File: src/rtl/logic_unit_pkg.sv
// Shared opcodes and the bitwise operation function used by logic_unit_pipe.
package logic_unit_pkg;

  localparam int unsigned OP_W     = 3;
  // Widest operand logic_op handles; callers narrow the result to their WIDTH.
  localparam int unsigned LU_MAX_W = 64;

  localparam logic [OP_W-1:0] OP_AND  = 3'd0;
  localparam logic [OP_W-1:0] OP_OR   = 3'd1;
  localparam logic [OP_W-1:0] OP_NOT  = 3'd2;
  localparam logic [OP_W-1:0] OP_NAND = 3'd3;
  localparam logic [OP_W-1:0] OP_NOR  = 3'd4;
  localparam logic [OP_W-1:0] OP_XOR  = 3'd5;
  localparam logic [OP_W-1:0] OP_XNOR = 3'd6;
  localparam logic [OP_W-1:0] OP_ILL  = 3'd7;

  function automatic logic [LU_MAX_W-1:0] logic_op(input logic [LU_MAX_W-1:0] a,
                                                   input logic [LU_MAX_W-1:0] b,
                                                   input logic [OP_W-1:0]     op);
    logic [LU_MAX_W-1:0] r;
    r = '0;
    case (op)
      OP_AND:  r = a & b;
      OP_OR:   r = a | b;
      OP_NOT:  r = ~a;
      OP_NAND: r = ~(a & b);
      OP_NOR:  r = ~(a | b);
      OP_XOR:  r = a ^ b;
      OP_XNOR: r = ~(a ^ b);
      default: r = '0;
    endcase
    return r;
  endfunction

endpackage

File: src/rtl/logic_unit_stage.sv
// One elastic register slice: holds a payload until downstream accepts it.
module logic_unit_stage #(
  parameter int unsigned DW = 8
) (
  input  logic          clk,
  input  logic          clrn,
  input  logic          in_valid,
  output logic          in_ready,
  input  logic [DW-1:0] in_data,
  output logic          out_valid,
  input  logic          out_ready,
  output logic [DW-1:0] out_data
);

  logic          valid_q, valid_d;
  logic [DW-1:0] data_q, data_d;

  // Payload only moves on a real transfer so a stalled or drained slice keeps its data.
  always_comb begin
    in_ready = !valid_q || out_ready;
    valid_d  = valid_q;
    data_d   = data_q;
    if (in_ready) begin
      valid_d = in_valid;
      if (in_valid) begin
        data_d = in_data;
      end
    end
  end

  always_ff @(posedge clk or negedge clrn) begin
    if (!clrn) begin
      valid_q <= 1'b0;
      data_q  <= '0;
    end else begin
      valid_q <= valid_d;
      data_q  <= data_d;
    end
  end

  assign out_valid = valid_q;
  assign out_data  = data_q;

endmodule

File: src/rtl/logic_unit_pipe.sv
// Two-stage elastic bitwise logic unit with result flags and a completed-transaction counter.
module logic_unit_pipe
  import logic_unit_pkg::*;
#(
  parameter int unsigned WIDTH = 8,
  parameter int unsigned CNT_W = 16
) (
  input  logic             clk,
  input  logic             clrn,
  input  logic             in_valid,
  output logic             in_ready,
  input  logic [WIDTH-1:0] a,
  input  logic [WIDTH-1:0] b,
  input  logic [OP_W-1:0]  op,
  output logic             out_valid,
  input  logic             out_ready,
  output logic [WIDTH-1:0] f,
  output logic             zero,
  output logic             parity,
  output logic             err,
  output logic [CNT_W-1:0] count
);

  localparam int unsigned S1_W = OP_W + 2 * WIDTH;
  localparam int unsigned S2_W = WIDTH + 3;

  logic             s1_valid, s2_ready;
  logic [S1_W-1:0]  s1_din, s1_dout;
  logic [S2_W-1:0]  s2_din, s2_dout;
  logic [WIDTH-1:0] s1_a, s1_b, f_c;
  logic [OP_W-1:0]  s1_op;
  logic [CNT_W-1:0] count_q, count_d;

  assign s1_din = {op, b, a};

  logic_unit_stage #(.DW(S1_W)) u_s1 (
    .clk       (clk),
    .clrn      (clrn),
    .in_valid  (in_valid),
    .in_ready  (in_ready),
    .in_data   (s1_din),
    .out_valid (s1_valid),
    .out_ready (s2_ready),
    .out_data  (s1_dout)
  );

  // Result and flags are formed between the slices and captured by S2.
  always_comb begin
    s1_a   = s1_dout[WIDTH-1:0];
    s1_b   = s1_dout[2*WIDTH-1:WIDTH];
    s1_op  = s1_dout[S1_W-1:2*WIDTH];
    f_c    = WIDTH'(logic_op(LU_MAX_W'(s1_a), LU_MAX_W'(s1_b), s1_op));
    s2_din = {(s1_op == OP_ILL), ^f_c, (f_c == '0), f_c};
  end

  logic_unit_stage #(.DW(S2_W)) u_s2 (
    .clk       (clk),
    .clrn      (clrn),
    .in_valid  (s1_valid),
    .in_ready  (s2_ready),
    .in_data   (s2_din),
    .out_valid (out_valid),
    .out_ready (out_ready),
    .out_data  (s2_dout)
  );

  assign f      = s2_dout[WIDTH-1:0];
  assign zero   = s2_dout[WIDTH];
  assign parity = s2_dout[WIDTH+1];
  assign err    = s2_dout[WIDTH+2];

  // Counts accepted results; wraps naturally at 2^CNT_W.
  always_comb begin
    count_d = count_q;
    if (out_valid && out_ready) begin
      count_d = count_q + CNT_W'(1);
    end
  end

  always_ff @(posedge clk or negedge clrn) begin
    if (!clrn) begin
      count_q <= '0;
    end else begin
      count_q <= count_d;
    end
  end

  assign count = count_q;

endmodule
File: config.mk
export PLATFORM = sky130hd
export DESIGN_NAME = logic_unit_pipe
export DESIGN_NICKNAME = d
export VERILOG_FILES = /design/src/rtl/logic_unit_pkg.sv /design/src/rtl/logic_unit_stage.sv /design/src/rtl/logic_unit_pipe.sv
export SDC_FILE = /design/constraint.sdc
export NUM_CORES = 1
export LEC_CHECK = 0
export ABC_AREA = 1
export CORE_ASPECT_RATIO = 0.5
export CORE_MARGIN = 4
export CORE_UTILIZATION = 48
export CTS_BUF_LIST = sky130_fd_sc_hd__clkbuf_8 sky130_fd_sc_hd__clkbuf_16
export CTS_CLUSTER_SIZE = 25
export DETAILED_ROUTE_END_ITERATION = 7
export PLACE_DENSITY = 0.85
export RECOVER_POWER = 25
export SYNTH_ARGS = -nofsm -noshare
export SYNTH_HDL_FRONTEND = slang
export SYNTH_HIERARCHICAL = 1
export SYNTH_SLANG_ARGS = --single-unit
File: constraint.sdc
create_clock -name clk -period 1.9 [get_ports clk]
set_input_delay 0.19 -clock clk [delete_from_list [all_inputs] [get_ports clk]]
set_output_delay 0.19 -clock clk [all_outputs]
set_load 0.005 [all_outputs]
### After elaboration in Yosys (flattened, before gate mapping)

Index checks and enable logic that the tools add are counted.

* bits in registers: 48
* input bits: 23
* output and inout bits: 29
* logic and storage cells: 31

* add/subtract/negate cells: 1
* equal/unequal tests: 7
* muxes and demuxes: 1
* bitwise operators: 7
* reductions and logical operators: 10

Operator list (count)
* one-hot mux 8 bit (7 select lines): 1
* NOT 8 bit: 4
* adder 16 x 1 -> 16 bit, second input constant: 1
* == test 3 bit, second input constant: 4
* AND 8 bit: 1
* logical NOT 8 bit: 1
* bitwise OR 8 bit: 1
* parity 8 bit: 1
* bitwise XOR 8 bit: 1
* == test 3 x 2 -> 1 bit, second input constant: 2
* AND reduction 2 bit: 2
* == test 3 x 1 -> 1 bit, second input constant: 1
* logical NOT 3 bit: 1
* logical NOT 1 bit: 2
* logical OR 1 bit: 2
* logical AND 1 bit: 1

### Longest topological paths before layout

* word-level depth: 4
* mapped depth: 12
* mapped depth without buffers: 12

### Hierarchy

Netlist, hierarchy kept.

By module, submodules not included
* logic_unit_pipe: instances 1, cells an instance 252, area each 1665.3 µm², seq. area each 400.4 µm²
* logic_unit_stage at u_s1: instances 1, cells an instance 87, area each 813.3 µm², seq. area each 500.5 µm²
* logic_unit_stage at u_s2: instances 1, cells an instance 52, area each 498.0 µm², seq. area each 300.3 µm²

### Least setup slack after synthesis

No wires, ideal clock.

* path kind: register to register
* start: register u_s1.data_q[18] (netlist: u_s1/out_data[18])
* end: register u_s2.data_q[9] (netlist: u_s2/out_data[9])
* library setup time: 0.116 ns
* arrival time: 1.760 ns
* data required time: 1.784 ns
* setup slack: 0.024 ns
* stages on the path, launching flop included: 12
* buffers on the path: 0
* period minus slack after synthesis: 1.876 ns
* cells stage by stage: dfrtp_1 -> inv_1 -> nand3_1 -> o22ai_1 -> inv_1 -> nand2_1 -> nor2_1 -> ha_1 -> xor2_1 -> xnor2_1 -> nand3_1 -> nand2_1

* word-level cells in the longest chain between the ends: 3
* elaborated cells on any way between the ends: 9
* classes of those cells: eq/ne: 6; mux: 1; reduce/logical: 2

Ends and longest elaborated chain
* from (decl): RTL line logic_unit_stage.sv:16 `logic [DW-1:0] data_q, data_d;`
* from (signal assigned): RTL line logic_unit_stage.sv:37 `data_q <= data_d;`
* == test 3 bit (tied with other cells): RTL line logic_unit_pkg.sv:22 `case (op)`
* one-hot mux 8 bit (7 select lines) (*): RTL line logic_unit_pkg.sv:22
* parity 8 bit (*): RTL line logic_unit_pipe.sv:53 `s2_din = {(s1_op == OP_ILL), ^f_c, (f_c == '0), f_c};`
* net s2_din[9]: RTL line logic_unit_pipe.sv:29 `logic [S2_W-1:0] s2_din, s2_dout;`
* to (signal assigned): RTL line logic_unit_stage.sv:37
* to (decl): RTL line logic_unit_stage.sv:16

Mark *: on every way through the listed nets, which the timed path passes. The rest lies on a longest branch.
A chain may end at the register's enable or synchronous reset.

### Worst setup path after layout

* start: register u_s1.data_q[17] (netlist: u_s1/out_data[17])
* end: register u_s2.data_q[9] (netlist: u_s2/out_data[9])

Same word-level chain as after synthesis.

==> out/results.tsv <==
stage	metric	value	unit
power_and_ir_drop	clock share of power	23.5	%
global_route	largest net degree at the start of global routing	49	
placement	gpl congestion	0.9039	
setup_path	FF-to-FF Start	u_s1/out_data[17]	
timing	Slew Limit Fails	0	
yosys	proportion of synthesized chip area in sequential cells	40.35	%
power_and_ir_drop	Int Pwr	3.110	mW
run_status	status	complete, but fails checks	
yosys	multiplexer share of the synthesized area	0	%
global_route	first-pass GRT wire length	13600	um
yosys	Post-synth EDFFs	0	
setup_path	Top Family by Delay on Critical Path	flip-flops	
timing	clock skew	0.004249	ns
setup_path	Crit. path cell count	12	
cts	Root Buffer	clkbuf_16	
setup_path	crit-path max FO	8	
timing	post-layout minimum cycle time	2.171	ns
global_route	gr usage total	22.11	%
run_status	failing checks	negative setup slack	
yosys	post-synthesis cell count	391	
power_and_ir_drop	PD cells	1096	nW/um2
layout	# diodes	0	
global_route	GRT Residual Overflow	0	
setup_path	startpoint types	flop	
timing	Final Cycle Share	114.3	%
setup_path	crit-path cells	buf_4 > nand3_1 > buf_6 > o22ai_1 > inv_1 > nand2_2 > nor2_2 > ha_1 > xnor2_2 > xnor2_1 > nand3_1 > nand2_1	
routing	Via density	5.236	
global_route	vias in the first global route	2933	
setup_path	most frequent CP cell	nand3_1	
setup_path	Worst path slowest cell	dfrtp_2	
routing	Routed WL per cell	14.70	um
timing	setup violators final	1	
yosys	Synth Flop Type	dfrtp_1	
setup_path	Largest stage delay, worst path	0.42	ns
cts	clock slew at reported path FFs	0.06	ns
routing	drt drc	0	
power_and_ir_drop	Gate power share	46.0	%
setup_path	FF-to-FF setup slack	-0.27	ns
power_and_ir_drop	worst ir drop on vdd	0.9423	mV
routing	DRT Pass-1 Iters	6	
power_and_ir_drop	leakage power	2.273	nW
floorplanning	Row Count	19	
setup_path	CP required	2.13	ns
layout	Final Util	75.54	%
setup_path	Worst EP arrival	2.40	ns
setup_path	Worst Setup End Kind	flop	
cts	clk sink count	48	
timing	Hold Vio Cnt, Final	0	
yosys	post-synthesis simple-gate area fraction	33.33	%
timing	RSZ-0062 raised after global routing	yes	
floorplanning	Die Width	119.4	um
layout	Area growth syn-to-layout	45.40	%
yosys	Mapped Area	2977	um2
global_route	antenna violations before repair	0	
setup_path	Worst Setup EP	u_s2/out_data[9]	
floorplanning	chip height	63.69	um
yosys	syn_nets	435	
layout	share of cells above drive strength 1	23.74	%
yosys	yosys warns	6	
floorplanning	Initial Utilization	51.95	%
power_and_ir_drop	total power	4.745	mW
placement	DP Wirelength	5313	um
timing	f_max	460.6	MHz
timing	worst slew pin tran	1.150	ns
routing	Final ANT Viol Nets	0	
cts	H-tree lvl count	2	
floorplanning	die area	7602	um2
yosys	Post-Synth XOR/XNOR Area	3.825	%
yosys	synth unique cells	22	
cts	hold bufs inserted after CTS	0	
floorplanning	core area	5729	um2
timing	PnR worst setup slack	-0.2713	ns
setup_path	worst r2r dst	u_s2/out_data[9]	
cts	CTS Buf Count	5	
placement	Port Buffers	51	
hold_path	Hold Path Class	in2async	
yosys	largest family of logic cells by synthesized area	simple AND/OR/NAND/NOR gates	
yosys	Post-synth top cells	nand2_1 (131), inv_1 (57), nand3_1 (50)	
setup_path	CP Launch Point	u_s1/out_data[17]	
timing	Worst slew margin	23.32	%
job	Max Cap Viol	0	
yosys	synth top area cells	dfrtp_1 (40%), nand2_1 (17%), ha_1 (8.8%), nand3_1 (8.4%), inv_1 (7.2%)	
routing	Initial DRC Count	415	
routing	via count	3042	
power_and_ir_drop	sequential power share	30.5	%
yosys	#FFs+latches synth	48	
routing	Total Routed Length	8538	um
setup_path	CP Buf/Inv Count	3	
floorplanning	number of I/O pins	52	
yosys	syn_area_per_cell	7.613	um2
yosys	post-synth top area cell	dfrtp_1	
layout	Layout Nets	541	
setup_path	reg2reg path depth	12	
cts	worst skew pair latency	0.29	ns
setup_path	WS Path Type	reg2reg	
yosys	asr flop ratio synth	100.0	%
power_and_ir_drop	Sw Share	34.47	%
cts	Clock Tree Buf Depth	2	
yosys	share of the synthesized area in the top cell type	40.35	%
yosys	most common cell in the netlist	nand2_1	
yosys	Post-Synth Adder-Cell Area	8.827	%
power_and_ir_drop	P_sw	1.636	mW
yosys	complex-gate fraction of the synthesized area	3.405	%
cts	CTS tree	built	
what timing repair did:
| action | 4_1_cts | 5_1_grt |
|---|---|---|
| setup endpoints to repair | 1 | 2 |
| pin swaps | 14 | 13 |
| buffers inserted | 4 | 2 |
| gates resized for setup | 33 | 34 |
stage by stage:
stage	instances	area [um2]	worst slack, ns	TNS (ns)	hold slack (ns)
2_1_floorplan	391	2977	0.02377	0	-0.1056
3_3_place_gp	568	3882	-0.05814	-0.05814	0.3168
3_5_place_dp	568	3882	-0.1670	-0.1670	0.3317
4_1_cts	579	4214	-0.1251	-0.1251	0.03434
5_1_grt	581	4328	-0.2981	-0.3049	0.3427
6_report	581	4328	-0.2713	-0.2713	0.2151
worst reg2reg max path: stages (launching register included):
cell,delay (ns)
dfrtp_2,0.42
buf_4,0.15
nand3_1,0.10
buf_6,0.16
o22ai_1,0.20
inv_1,0.11
nand2_2,0.08
nor2_2,0.05
ha_1,0.32
xnor2_2,0.15
xnor2_1,0.19
nand3_1,0.10
nand2_1,0.07
routing by layer:
metal	wire length [um]	up-vias	part of all wire [%]	track usage (%)
met5	0	-	0	0
met4	261	0	3.1	9.272
met3	621	33	7.3	4.379
met2	3933	160	46	36.33
met1	3722	1404	44	28.72
li1	-	1445	-	-
power by group through the flow:
stage	Sequential [mW]	Clock [mW]	Combinational (mW)
after floorplan	1.46	0	0.937
after global placement	1.44	0	1.72
after detailed placement	1.45	0	1.80
after CTS	1.43	1.12	1.98
after global routing	1.48	1.19	2.36
final	1.45	1.12	2.18
layout make-up:
type | count | area (um2)
clock inverters | 2 | 60.06
multi-input cells | 276 | 1657
clock buffers | 5 | 125.1
well taps | 84 | 105.1
repair buffers | 108 | 957.2
fillers | 367 | 1401
flip-flops and latches | 48 | 1204
inverters | 58 | 220.2
worst min-delay path by stage:
stage | from | to | cells after the start
5_1_grt | clrn | u_s1/out_data[8] | 2
2_1_floorplan | clrn | count[0] | 0
3_5_place_dp | clrn | u_s1/out_data[11] | 2
3_3_place_gp | clrn | u_s1/out_data[11] | 2
6_report | clrn | u_s1/out_data[2] | 2
4_1_cts | clrn | u_s2/out_data[0] | 2
cells in the final DEF (no fill, tap or decap), drive strengths merged:
master | netlist | final
nand4 | 4 | 4
a21oi | 1 | 1
clkbuf | 0 | 6
ha | 21 | 21
nand3 | 50 | 50
o21ai | 8 | 8
a31oi | 1 | 1
bufinv | 0 | 2
nand2 | 134 | 134
nand3b | 9 | 9
clkdlybuf4s50 | 0 | 50
o22ai | 8 | 8
xor2 | 7 | 7
dfrtp | 48 | 48
nor3 | 6 | 6
nor2 | 21 | 21
buf | 9 | 57
xnor2 | 6 | 6
inv | 58 | 58
state kept, by name, indices dropped and copies added (netlist names):
register / cells
u_s1/out_data: 19
count: 16
u_s2/out_valid: 1
u_s1/out_valid: 1
u_s2/out_data: 11
kinds of logic (layout without fill, tap and decap cells):
logic type | count (synthesis) | after routing
buffers and inverters | 67 | 173
xor gates and xnor gates | 13 | 13
DFF | 48 | 48
and+or+nand+nor | 224 | 224
AOI/OAI and AO/OA | 18 | 18
adders and majority gates | 21 | 21
Power figures use the tool's default switching activity.
